[config.mk]
export PLATFORM = sky130hd
export DESIGN_NAME = mult_div_unit
export DESIGN_NICKNAME = d
export VERILOG_FILES = /design/src/rtl/mult_div_unit_pkg.sv /design/src/rtl/mult_div_unit.sv
export SDC_FILE = /design/constraint.sdc
export NUM_CORES = 1
export LEC_CHECK = 0
export ABC_AREA = 1
export BUFFER_PORTS_ARGS = -buffer_cell sky130_fd_sc_hd__clkbuf_2
export CAP_MARGIN = 30
export CORE_MARGIN = 2
export CORE_UTILIZATION = 23
export CTS_CLUSTER_SIZE = 20
export DETAILED_ROUTE_END_ITERATION = 16
export HOLD_SLACK_MARGIN = 0.08
export PLACE_DENSITY = 0.35
export RECOVER_POWER = 50
export SLEW_MARGIN = 20
export SYNTH_ARGS = -nofsm -noshare
export SYNTH_HDL_FRONTEND = slang
export SYNTH_SLANG_ARGS = --single-unit
[constraint.sdc]
create_clock -name clk -period 9.2 [get_ports clk]
set_clock_uncertainty 0.15 [all_clocks]
set_input_delay 0 -clock clk [delete_from_list [all_inputs] [get_ports clk]]
set_output_delay 0 -clock clk [all_outputs]
set_load 0.05 [all_outputs]
[src/rtl/mult_div_unit_pkg.sv]
// Shared encodings for the multicycle multiply/divide unit and the control FSM that drives it.
package mult_div_unit_pkg;

    localparam logic OP_MULT = 1'b0;
    localparam logic OP_DIV  = 1'b1;

    localparam logic [5:0] FUNCT_MULT = 6'h18;
    localparam logic [5:0] FUNCT_DIV  = 6'h1a;

    typedef enum logic [1:0] {
        S_IDLE = 2'd0,
        S_ITER = 2'd1,
        S_FIX  = 2'd2
    } state_t;

endpackage

[src/rtl/mult_div_unit.sv]
// Signed multiply/divide, one bit per cycle on magnitudes with a final sign-fix cycle.
// Handshake: start is sampled only in IDLE; done/div_zero are one-cycle pulses, hi/lo valid from done.
module mult_div_unit
    import mult_div_unit_pkg::*;
#(
    parameter int WIDTH = 32
) (
    input  logic             clk,
    input  logic             reset,
    input  logic             start,
    input  logic             op,
    input  logic [WIDTH-1:0] a,
    input  logic [WIDTH-1:0] b,
    output logic             busy,
    output logic             done,
    output logic             div_zero,
    output logic [WIDTH-1:0] hi,
    output logic [WIDTH-1:0] lo,
    output logic [1:0]       dbg_state
);

    localparam int CW = $clog2(WIDTH);

    state_t           state_q, state_d;
    logic             op_q, op_d;
    logic [CW-1:0]    cnt_q, cnt_d;
    logic [WIDTH:0]   acc_q, acc_d;
    logic [WIDTH-1:0] mq_q, mq_d;
    logic [WIDTH:0]   opnd_q, opnd_d;
    logic             neg_lo_q, neg_lo_d;
    logic             neg_hi_q, neg_hi_d;
    logic [WIDTH-1:0] hi_q, hi_d;
    logic [WIDTH-1:0] lo_q, lo_d;
    logic             busy_q, busy_d;
    logic             done_q, done_d;
    logic             dz_q, dz_d;

    logic [WIDTH:0]     a_ext, b_ext, abs_a, abs_b;
    logic [WIDTH:0]     shifted, add_lhs, add_rhs, sum;
    logic [2*WIDTH-1:0] prod;

    // Magnitudes are W+1 bits wide so the most negative operand survives negation.
    assign a_ext = {a[WIDTH-1], a};
    assign b_ext = {b[WIDTH-1], b};
    assign abs_a = a[WIDTH-1] ? (~a_ext + 1'b1) : a_ext;
    assign abs_b = b[WIDTH-1] ? (~b_ext + 1'b1) : b_ext;

    // One adder serves both ops: MULT adds the multiplicand, DIV subtracts the divisor.
    assign shifted = {acc_q[WIDTH-1:0], mq_q[WIDTH-1]};
    assign add_lhs = op_q ? shifted : acc_q;
    assign add_rhs = op_q ? ~opnd_q : (mq_q[0] ? opnd_q : '0);
    assign sum     = add_lhs + add_rhs + {{WIDTH{1'b0}}, op_q};
    assign prod    = {acc_q[WIDTH-1:0], mq_q};

    always_comb begin
        state_d  = state_q;
        op_d     = op_q;
        cnt_d    = cnt_q;
        acc_d    = acc_q;
        mq_d     = mq_q;
        opnd_d   = opnd_q;
        neg_lo_d = neg_lo_q;
        neg_hi_d = neg_hi_q;
        hi_d     = hi_q;
        lo_d     = lo_q;
        busy_d   = busy_q;
        done_d   = 1'b0;
        dz_d     = 1'b0;
        case (state_q)
            S_IDLE: begin
                if (start) begin
                    if (op == OP_DIV && b == '0) begin
                        dz_d = 1'b1;
                    end else begin
                        state_d  = S_ITER;
                        busy_d   = 1'b1;
                        op_d     = op;
                        cnt_d    = CW'(WIDTH - 1);
                        acc_d    = '0;
                        mq_d     = (op == OP_DIV) ? abs_a[WIDTH-1:0] : abs_b[WIDTH-1:0];
                        opnd_d   = (op == OP_DIV) ? abs_b : abs_a;
                        neg_lo_d = a[WIDTH-1] ^ b[WIDTH-1];
                        neg_hi_d = a[WIDTH-1];
                    end
                end
            end
            S_ITER: begin
                if (op_q == OP_DIV) begin
                    // A set top bit means the trial subtraction borrowed: restore.
                    acc_d = sum[WIDTH] ? shifted : sum;
                    mq_d  = {mq_q[WIDTH-2:0], ~sum[WIDTH]};
                end else begin
                    acc_d = {1'b0, sum[WIDTH:1]};
                    mq_d  = {sum[0], mq_q[WIDTH-1:1]};
                end
                cnt_d = cnt_q - 1'b1;
                if (cnt_q == '0) begin
                    state_d = S_FIX;
                end
            end
            S_FIX: begin
                if (op_q == OP_DIV) begin
                    lo_d = neg_lo_q ? -mq_q : mq_q;
                    hi_d = neg_hi_q ? -acc_q[WIDTH-1:0] : acc_q[WIDTH-1:0];
                end else begin
                    {hi_d, lo_d} = neg_lo_q ? -prod : prod;
                end
                done_d  = 1'b1;
                busy_d  = 1'b0;
                state_d = S_IDLE;
            end
            default: begin
                state_d = S_IDLE;
                busy_d  = 1'b0;
            end
        endcase
    end

    always_ff @(posedge clk or negedge reset) begin
        if (!reset) begin
            state_q  <= S_IDLE;
            op_q     <= 1'b0;
            cnt_q    <= '0;
            acc_q    <= '0;
            mq_q     <= '0;
            opnd_q   <= '0;
            neg_lo_q <= 1'b0;
            neg_hi_q <= 1'b0;
            hi_q     <= '0;
            lo_q     <= '0;
            busy_q   <= 1'b0;
            done_q   <= 1'b0;
            dz_q     <= 1'b0;
        end else begin
            state_q  <= state_d;
            op_q     <= op_d;
            cnt_q    <= cnt_d;
            acc_q    <= acc_d;
            mq_q     <= mq_d;
            opnd_q   <= opnd_d;
            neg_lo_q <= neg_lo_d;
            neg_hi_q <= neg_hi_d;
            hi_q     <= hi_d;
            lo_q     <= lo_d;
            busy_q   <= busy_d;
            done_q   <= done_d;
            dz_q     <= dz_d;
        end
    end

    assign busy      = busy_q;
    assign done      = done_q;
    assign div_zero  = dz_q;
    assign hi        = hi_q;
    assign lo        = lo_q;
    assign dbg_state = state_q;

endmodule

==> impl_metrics.csv, run 1 <==
group,metric,value,unit
placed_design,dpl-instance-area,18400,um2
detailed_routing,dr.pass1.iters,7,
clocking,post_cts_resized,0,
sta,hold_viol_final,0,
logic_synthesis,synth_nets,2973,
floorplan,core-area,73000,um2
layout,nets,3129,
worst_hold_path,worstHoldEndpoint,"mq_q[16]",
logic_synthesis,netlist_instances,2865,
floorplan,die_x,275,um
placed_design,pre_cts_ws,4.19,ns
detailed_routing,drt_iter0_drc,1445,
logic_synthesis,ys_seq_elements,175,
logic_synthesis,yosysTopAreaCellShare,25.9,%
placed_design,portBuffers,136,
layout,area_growth,17.5,%
sta,setup_viol_count_final,0,
placed_design,gp_congestion,0.912,
logic_synthesis,yosysTopAreaCell,"dfrtp_1",
grt,grt-ovfl-total,0,
worst_hold_path,hold_path.class,"primary input to flip-flop",
grt,antenna_found_initial,0,
outcome,violations,"capacitance limit, slew limit",
critical_path,startpoint,"dbg_state[1]",
critical_path,r2r.worst_path.cells,7,
clocking,numCtsBuffers,17,
placed_design,hpwl,63.0,mm
detailed_routing,routedWlPerCell,19.9,um
critical_path,rrSetupSlack,3.85,ns
critical_path,crit_type,"flip-flop to flip-flop",
worst_hold_path,min-delay-start,"b[16]",
clocking,clk_pin_slew_worst_paths,0.09,ns
logic_synthesis,synth.distinct_cells,53,
grt,grt_max_degree,76,
floorplan,dieArea,75800,um2
clocking,cts_sinks,175,
logic_synthesis,yosysSeqAreaShare,25.9,%
outcome,outcome,"finished, violations left",
floorplan,ioPinCount,137,
run,drv_cap,5,
detailed_routing,viasPerCell,4.70,
floorplan,initial_core_util,23.2,%
clocking,max-clock-path-buffers,2,
detailed_routing,route.detailed.drc,0,
clocking,cts_root_buf,"clkbuf_16",
worst_hold_path,min_path_cells,6,
layout,drive_above_1_share,6.49,%
sta,worst_pin_slew,3.80,ns
layout,final_common_cell,"nand2_1",
sta,slew_headroom,-153,%
logic_synthesis,netlist_area,16900,um2
layout,diodes,0,
critical_path,r2r-start,"dbg_state[1]",
critical_path,r2r-end,"lo[5]",
grt,grt_pass1_vias,17800,
detailed_routing,drt-total-wl,79.3,mm
sta,rsz0062_at_grt,"no",
critical_path,worst-path-max-fanout,75,
clocking,cts_tree,"yes",
sta,finalCriticalPeriod,5.35,ns
critical_path,arrival,5.48,ns
clocking,htree_levels,4,
critical_path,worst_setup_path_start_kind,"flip-flop",
logic_synthesis,synthTopCellsByArea,"dfrtp_1 26%, nand2_1 23%, nand3_1 8.1%",
logic_synthesis,syn_area_per_cell,5.91,um2
sta,max_freq,187,MHz
sta,slew_violations,285,
sta,setup_ws,3.85,ns
layout,final_cell_mix,"1,016 x nand2_1, 346 x inv_1, 276 x nor2_1, 274 x nand3_1, 220 x o21ai_0",
critical_path,cp-end-kind,"flip-flop",
detailed_routing,final_antenna_net_count,0,
sta,period_share,58.2,%
floorplan,num_rows,99,
clocking,clk_latency,0.51,ns
pwr,p_leak,9.76,nW
critical_path,required,9.32,ns
logic_synthesis,yosysWarnings,0,
sta,fin_setup_tns,0,ns
grt,track_usage,20.8,%
pwr,peakVddDrop,0.245,mV
layout,finalInstanceArea,19900,um2
detailed_routing,num_vias,18800,
grt,grt_pass1_wl,117,mm
floorplan,die_h,275,um
pwr,power_density,460,nW/um2
## sequential cells by signal, indices dropped and copies added, names as in the netlist
signal and count:
div_zero 1, neg_lo_q 1, cnt_q 5, dbg_state 2
op_q 1, neg_hi_q 1, opnd_q 33, hi 32
mq_q 32, acc_q 33, lo 32, busy 1
done 1
## worst max-delay path: stages, from the launching register on
cell      delay [ns]
dfrtp_1         0.40
inv_1           0.11
nor2_4          0.08
clkbuf_1        1.66
inv_1           0.84
clkbuf_1        1.23
nand2_1         0.38
o31ai_1         0.12
## worst max path at each step
stage / to / slack, ns / cells after the start
3_3_place_gp: acc_q[31] / 4.22 / 22
4_1_cts: acc_q[12] / 4.14 / 22
5_1_grt: lo[5] / 3.12 / 7
6_report: lo[5] / 3.85 / 7
3_5_place_dp: acc_q[31] / 4.19 / 22
2_1_floorplan: acc_q[24] / 5.77 / 26
## synthesized netlist by cell type (all sizes together)
library cell  instances
a21oi                86
nor4                  3
nand3               295
clkinv                1
o31ai                 4
inv                 352
dfrtp               175
a31oi                10
nor3                 14
or2                   5
a211oi                3
o21bai                7
a21boi               13
nor2                287
a21o                  2
o21a                  5
nand3b                9
o221ai                1
and2                  5
fa                    2
xnor2                 9
clkbuf               68
o211ai               24
o21ai               230
o22ai                 2
nand2              1048
ha                   38
and3                  2
xor2                 75
nor4b                 1
nand4                34
buf                  47
a22oi                 8
## per-stage QoR
step	total power, mW	util (%)	std cells	hold WS [ns]
floorplan	6.18	-	2865	-0.446
global placement	8.26	25.2	3862	-0.0952
detailed placement	8.23	25.2	3862	-0.0891
CTS	9.19	27.4	3993	0.0876
global route	10.1	27.3	3993	0.154
finish	9.15	27.3	3993	0.119
## report_power, final
group / internal (mW) / leakage (nW) / switching [mW] / total (mW)
registers: 1.11 / 2.04 / 0.542 / 1.65
logic: 2.00 / 7.42 / 4.70 / 6.69
clock network: 0.393 / 0.303 / 0.409 / 0.802
total: 3.50 / 9.76 / 5.65 / 9.15
## cells by family (layout without fill, tap and decap cells)
logic type / count (synthesis) / count (layout) / share of synthesized area (%)
compound gates: 395 / 395 / 13.0
xor+xnor: 84 / 84 / 4.39
fa+ha+maj: 40 / 40 / 3.05
buf+inv: 468 / 637 / 11.1
flops: 175 / 175 / 25.9
simple gates: 1703 / 1703 / 42.6
## routing by layer
metal	part of all wire [%]	routed length, um	global-route usage (%)
met5	0	0	0
met4	2.4	1890	6.02
met3	5.1	4070	3.18
met2	44	34700	31.7
met1	49	38600	30.2
## repair_timing
| action | 4_1_cts | 5_1_grt |
|---|---|---|
| hold endpoints to repair | 136 | 0 |
| hold buffers | 99 | 0 |
| setup buffers | 0 | 0 |
## area by class of cell
| class | count | area (um2) |
|---|---|---|
| clock buffer | 17 | 425 |
| multi-input combinational | 2222 | 10700 |
| tap | 959 | 1200 |
| fill | 8405 | 53100 |
| clock inverter | 15 | 191 |
| sequential | 175 | 4380 |
| timing repair buffer | 252 | 1690 |
| inverter | 353 | 1330 |
Power figures use the tool's default switching activity.
==> run 2: changes to the inputs <==
--- a/config.mk
+++ b/config.mk
@@ -13,7 +13,7 @@
 export CTS_CLUSTER_SIZE = 20
 export DETAILED_ROUTE_END_ITERATION = 16
 export HOLD_SLACK_MARGIN = 0.08
-export PLACE_DENSITY = 0.35
+export PLACE_DENSITY = 0.36
 export RECOVER_POWER = 50
 export SLEW_MARGIN = 20
 export SYNTH_ARGS = -nofsm -noshare
==> constraint.sdc (replaced) <==
create_clock -name clk -period 4.35 [get_ports clk]
set_clock_uncertainty 0.15 [all_clocks]
set_input_delay 0 -clock clk [delete_from_list [all_inputs] [get_ports clk]]
set_output_delay 0 -clock clk [all_outputs]
set_load 0.05 [all_outputs]
==> impl_metrics.csv, run 2 (synthesis results as in run 1) <==
group,metric,value,unit
pwr,p_int,7.52,mW
pwr,power_density,967,nW/um2
critical_path,crit_type,"flip-flop to flip-flop",
detailed_routing,dr.pass1.iters,6,
detailed_routing,viasPerCell,4.71,
grt,track_usage,20.5,%
placed_design,hpwl,62.3,mm
clocking,cts.hold.buffers_added,106,
sta,fin_hold_ws,0.137,ns
sta,slew_headroom,-71.3,%
floorplan,die_x,275,um
critical_path,rrSetupSlack,0.48,ns
outcome,violations,"capacitance limit, slew limit",
clocking,clk_latency,0.51,ns
clocking,cts_tree,"yes",
pwr,power_frac_comb,75.4,%
clocking,cts_sinks,175,
grt,grt_pass1_wl,115,mm
pwr,peakVddDrop,0.436,mV
layout,final_cell_mix,"1,016 x nand2_1, 346 x inv_1, 276 x nor2_1, 274 x nand3_1, 220 x o21ai_0",
layout,nets,3158,
sta,fin_setup_tns,0,ns
sta,max_freq,259,MHz
pwr,clockPowerShare,8.2,%
run,drv_cap,3,
critical_path,arrival,4.13,ns
critical_path,cp-end-kind,"flip-flop",
detailed_routing,drt_iter0_drc,1437,
detailed_routing,routedWlPerCell,19.5,um
sta,slew_violations,121,
detailed_routing,route.detailed.drc,0,
clocking,postCtsSetupBuffers,0,
layout,fill_cells,8301,
floorplan,ioPinCount,137,
sta,hold_viol_final,0,
placed_design,pre_cts_ws,0.595,ns
layout,reg_top3,"acc_q x33, opnd_q x33",
floorplan,initial_core_util,23.2,%
detailed_routing,num_vias,19000,
placed_design,gp_congestion,0.944,
placed_design,portBuffers,136,
grt,grt_pass1_vias,17700,
grt,antenna_found_initial,1,
pwr,p_leak,9.90,nW
pwr,netSwitchingFraction,61.4,%
sta,worst_pin_slew,2.57,ns
detailed_routing,final_antenna_net_count,0,
floorplan,die_h,275,um
sta,rsz0062_at_grt,"no",
outcome,outcome,"finished, violations left",
sta,period_share,88.9,%
layout,multiInputGateArea,10700,um2
clocking,numCtsBuffers,17,
grt,grt_max_degree,123,
critical_path,worst_setup_path_start_kind,"flip-flop",
sta,setup_viol_count_final,0,
floorplan,core-area,73000,um2
layout,area_growth,19.0,%
pwr,p_sw,12.0,mW
layout,register_area,4380,um2
grt,grt-ovfl-total,0,
layout,drive_above_1_share,7.22,%
sta,finalCriticalPeriod,3.87,ns
layout,final_common_cell,"nand2_1",
clocking,max-clock-path-buffers,2,
clocking,htree_levels,4,
floorplan,num_rows,99,
clocking,cts_root_buf,"clkbuf_16",
worst_hold_path,hold_path.class,"primary input to flip-flop",
floorplan,dieArea,75800,um2
critical_path,worst-path-max-fanout,45,
critical_path,required,4.62,ns
pwr,p_seq_share,16.4,%
clocking,clk_pin_slew_worst_paths,0.08,ns
sta,setup_ws,0.483,ns
detailed_routing,drt-total-wl,78.4,mm
layout,diodes,0,
clocking,post_cts_resized,0,
-- run 2: cell types whose count changed in the layout (fill, tap and decap cells not counted), moves of 2 or more --
cell / delta
buf_12: +4
dlygate4sd3_1: +7
clkbuf_1: -2
buf_4: +18
clkinvlp_4: +2
clkinv_8: -3
-- run 2: per-layer routing --
metal | vias to the layer above | track usage [%] | share of wire, %
met5 | - | 0 | 0
met4 | 0 | 5.55 | 2.0
met3 | 59 | 2.48 | 4.5
met2 | 496 | 31.6 | 44
met1 | 8928 | 30.0 | 49
li1 | 9480 | - | -
-- run 2: critical path, stage by stage, from the launching register on --
cell and delay, ns:
dfrtp_1 0.39, inv_1 0.11, nand2_1 0.09, clkbuf_1 1.82
o211ai_1 0.88, a22oi_2 0.32
-- run 2: path summary, 6_finish.rpt --
| check | startpoint | endpoint | cells past startpoint |
|---|---|---|---|
| worst max register to register | dbg_state[1] | mq_q[21] | 5 |
| min in group asynchronous | reset | opnd_q[5] | 3 |
| max in group asynchronous | reset | lo[0] | 4 |
| worst min register to register | hi[16] | hi[16] | 2 |
| worst max-delay path | dbg_state[1] | mq_q[21] | 5 |
| worst min-delay path | a[26] | mq_q[26] | 5 |
-- run 2: final cells by class --
type                            count  area share [%]
Inverter                          353            6.59
Clock inverter                     14           0.690
Sequential cell                   175            21.8
Clock buffer                       18            2.13
Multi-Input combinational cell   2222            53.0
Timing Repair Buffer              281            9.89
Tap cell                          959            5.96
-- run 2: through the flow --
stage | total power, mW | instances | cell area (um2) | utilization (%)
floorplan | 13.1 | 2865 | 16900 | -
global placement | 17.6 | 3882 | 18600 | 25.5
detailed placement | 17.6 | 3884 | 18600 | 25.5
CTS | 19.5 | 4022 | 20300 | 27.8
global route | 21.4 | 4022 | 20100 | 27.6
finish | 19.5 | 4022 | 20100 | 27.6
-- run 2: power groups by stage --
stage          Combinational (mW)  Clock [mW]  Sequential (mW)
3_3_place_gp                 14.4           0             3.22
5_1_grt                      16.4        1.72             3.28
6_report                     14.7        1.60             3.19
2_1_floorplan                9.63           0             3.44
3_5_place_dp                 14.4           0             3.22
4_1_cts                      14.7        1.65             3.19
==> run 3: changes to the inputs <==
--- a/config.mk
+++ b/config.mk
@@ -5,7 +5,6 @@
 export SDC_FILE = /design/constraint.sdc
 export NUM_CORES = 1
 export LEC_CHECK = 0
-export ABC_AREA = 1
 export BUFFER_PORTS_ARGS = -buffer_cell sky130_fd_sc_hd__clkbuf_2
 export CAP_MARGIN = 30
 export CORE_MARGIN = 2
@@ -15,6 +14,7 @@
 export HOLD_SLACK_MARGIN = 0.08
 export PLACE_DENSITY = 0.36
 export RECOVER_POWER = 50
+export SETUP_SLACK_MARGIN = 0.3
 export SLEW_MARGIN = 20
 export SYNTH_ARGS = -nofsm -noshare
 export SYNTH_HDL_FRONTEND = slang
==> impl_metrics.csv, run 3 <==
group,metric,value,unit
grt,antenna_found_initial,0,
critical_path,r2r.worst_path.cells,14,
logic_synthesis,synth_common_cells,"248 x nand2_1, 229 x o21ai_0, 175 x dfrtp_1, 113 x a21oi_1, 112 x nor2_1",
outcome,violations,"capacitance limit, slew limit",
detailed_routing,routedWlPerCell,20.1,um
pwr,p_leak,7.30,nW
critical_path,worst-path-max-fanout,4,
logic_synthesis,netlist_instances,1672,
detailed_routing,drt-total-wl,53.8,mm
floorplan,num_rows,88,
layout,final_common_cell,"nand2_1",
sta,setup_viol_count_final,0,
pwr,p_int,8.28,mW
sta,worst_pin_slew,2.71,ns
logic_synthesis,yosysTopAreaCell,"dfrtp_1",
clocking,clk_pin_slew_worst_paths,0.08,ns
logic_synthesis,synth_edf_count,0,
clocking,cts_tree,"yes",
pwr,power_frac_comb,72.3,%
critical_path,cpPeakStageDelay,0.62,ns
critical_path,worstPathCellList,"dlygate4sd3_1 -> clkbuf_2 -> or4_1 -> or4_1 -> or3_1 -> o41ai_1 -> xor2_1 -> dlygate4sd3_1 -> nor2_1 -> a21oi_1 -> dlygate4sd3_1 -> o21ai_0",
pwr,p_seq_share,18.3,%
logic_synthesis,synth-xor-area-share,9.83,%
critical_path,r2r-start,"op_q",
floorplan,core-area,57900,um2
layout,reg_top3,"acc_q x33, opnd_q x33",
logic_synthesis,async_reset_ff_share,100,%
logic_synthesis,yosysMostFrequentCell,"nand2_1",
floorplan,die_x,247,um
logic_synthesis,synthTopCellsByArea,"dfrtp_1 32%, o21ai_0 8.5%, nand2_1 6.9%",
detailed_routing,final_antenna_net_count,0,
floorplan,initial_core_util,23.4,%
detailed_routing,dr.pass1.iters,7,
pwr,clockPowerShare,9.5,%
floorplan,ioPinCount,137,
floorplan,dieArea,60800,um2
logic_synthesis,synth_nets,1780,
logic_synthesis,yosys.area_share.simple,17.6,%
pwr,netSwitchingFraction,50.3,%
logic_synthesis,syn_area_per_cell,8.10,um2
layout,final_cell_mix,"244 x nand2_1, 213 x o21ai_0, 174 x dfrtp_1, 110 x nor2_1, 108 x a21oi_1",
critical_path,crit_path_frequent_cell,"dlygate4sd3_1",
sta,period_share,90.2,%
detailed_routing,met3_length,1.40,mm
clocking,cts_sinks,175,
grt,grt_pass1_wl,79.2,mm
logic_synthesis,yosysWarnings,0,
grt,grt_pass1_vias,12300,
clocking,numCtsBuffers,17,
logic_synthesis,synthFlopType,"dfrtp_1",
critical_path,worstSetupEndpoint,"opnd_q[17]",
logic_synthesis,netlist_area,13500,um2
layout,nets,2005,
logic_synthesis,synth_top_family_by_area,"compound AO/OA/AOI/OAI gates",
detailed_routing,wl_met2,24.2,mm
run,drv_cap,1,
pwr,peakVddDrop,0.430,mV
clocking,htree_levels,4,
critical_path,worst_setup_path_start_kind,"primary input",
sta,finalCriticalPeriod,3.92,ns
critical_path,crit_cells,12,
critical_path,required,4.56,ns
placed_design,dpl-instance-area,15500,um2
logic_synthesis,synth.distinct_cells,77,
logic_synthesis,yosysSeqAreaShare,32.3,%
critical_path,r2r-end,"acc_q[30]",
clocking,cts_root_buf,"clkbuf_16",
pwr,p_sw,8.38,mW
clocking,max-clock-path-buffers,2,
sta,rsz0062_at_grt,"yes",
outcome,outcome,"finished, violations left",
detailed_routing,top_layer,"met4",
sta,hold_viol_final,0,
clocking,clk_latency,0.47,ns
floorplan,die_h,247,um
logic_synthesis,synthAdderAreaFrac,3.81,%
worst_hold_path,hold_path.class,"primary input to flip-flop",
placed_design,hpwl,41.4,mm
grt,track_usage,17.4,%
logic_synthesis,yosysTopAreaCellShare,32.3,%
sta,max_freq,255,MHz
critical_path,rrSetupSlack,0.44,ns
detailed_routing,route.detailed.drc,0,
critical_path,cp_top_family,"buffers and inverters",
placed_design,gp_congestion,0.885,
critical_path,crit_slowest_cell,"dlygate4sd3_1",
layout,finalInstanceArea,17300,um2
logic_synthesis,synth_compound_area_share,23.6,%
detailed_routing,viasPerCell,4.83,
sta,slew_violations,57,
placed_design,portBuffers,136,
grt,grt-ovfl-total,0,
critical_path,cp-end-kind,"flip-flop",
sta,fin_setup_tns,0,ns
detailed_routing,drt_iter0_drc,831,
critical_path,startpoint,"a[7]",
sta,slew_headroom,-80.8,%
detailed_routing,num_vias,12900,
critical_path,crit_type,"primary input to flip-flop",
layout,area_growth,27.5,%
grt,grt_max_degree,120,
layout,drive_above_1_share,16.0,%
logic_synthesis,synthMuxAreaShare,8.36,%
pwr,power_density,965,nW/um2
pwr,totalPowerFinal,16.7,mW
critical_path,arrival,4.13,ns
logic_synthesis,ys_seq_elements,175,
detailed_routing,drt-met1-wl,27.3,mm
critical_path,path_buf_inv,4,
[run 3: changes by cell type in the layout (fill, tap and decap cells not counted), sizes merged, moves of 67 or more]
cell | before | now
inv | 362 | 32
mux2i | 0 | 67
nand2 | 1048 | 249
nand3 | 295 | 19
nor2 | 287 | 112
xnor2 | 9 | 76
[run 3: power by group through the flow]
stage                     sequential, mW  clock, mW  combinational (mW)
after global routing                3.13       1.69                13.1
after floorplan                     2.81          0                7.42
final                               3.04       1.58                12.0
after CTS                           3.03       1.62                11.4
after detailed placement            3.06          0                11.1
after global placement              3.06          0                11.1
[run 3: cell type report]
type	instances	area, um2
inverters	25	96.3
repair buffers	331	2460
clock buffers	19	453
fillers	6292	40700
diodes	1	2.50
clock inverters	13	119
well taps	765	957
flip-flops and latches	175	4380
multi-input cells	1347	8790
[run 3: repair_timing]
| item | CTS | global route |
|---|---|---|
| hold endpoints to repair | 242 | 0 |
| hold buffers | 91 | 0 |
| pin swaps | 4 | 12 |
| buffers inserted | 6 | 8 |
| gates resized for setup | 4 | 59 |
| gates cloned | 0 | 3 |
| setup endpoints to repair | 28 | 39 |
[run 3: cell families after synthesis]
| family | count (synthesis) |
|---|---|
| AND/OR/NAND/NOR | 517 |
| AO/OA/AOI/OAI | 530 |
| XOR/XNOR | 152 |
| buffers and inverters | 150 |
| flip-flops | 175 |
| multiplexers | 108 |
| adder cells (fa/ha/maj) | 40 |
[run 3: through the flow]
stage,hold WS [ns],utilization (%),setup WS [ns],instances
after global placement,-0.114,26.7,0.168,2535
after detailed placement,-0.112,26.7,0.159,2535
after CTS,0.0812,29.4,0.295,2664
final,0.0777,29.8,0.427,2676
after floorplan,-0.446,-,0.318,1672
after global routing,0.0981,29.8,0.240,2675
[run 3: tightest hold or removal path: stages]
cell and delay (ns):
clkbuf_2 0.11, xor2_1 0.12, mux2i_1 0.24, mux2_2 0.20
[run 3: layer usage]
layer  vias up  global-route usage [%]
met5         -                       0
met4         0                    4.39
met3        28                    1.90
met2       183                    27.0
met1      6272                    25.6
li1       6430                       -
[run 3: how the worst min path moves through the flow]
stage / start / to / slack [ns] / depth (start not counted)
floorplan: reset / acc_q[0] / -0.45 / 0
global placement: reset / acc_q[8] / -0.11 / 1
detailed placement: reset / acc_q[8] / -0.11 / 1
CTS: b[25] / mq_q[25] / 0.08 / 4
global route: b[15] / opnd_q[15] / 0.1 / 4
finish: b[8] / opnd_q[8] / 0.08 / 4
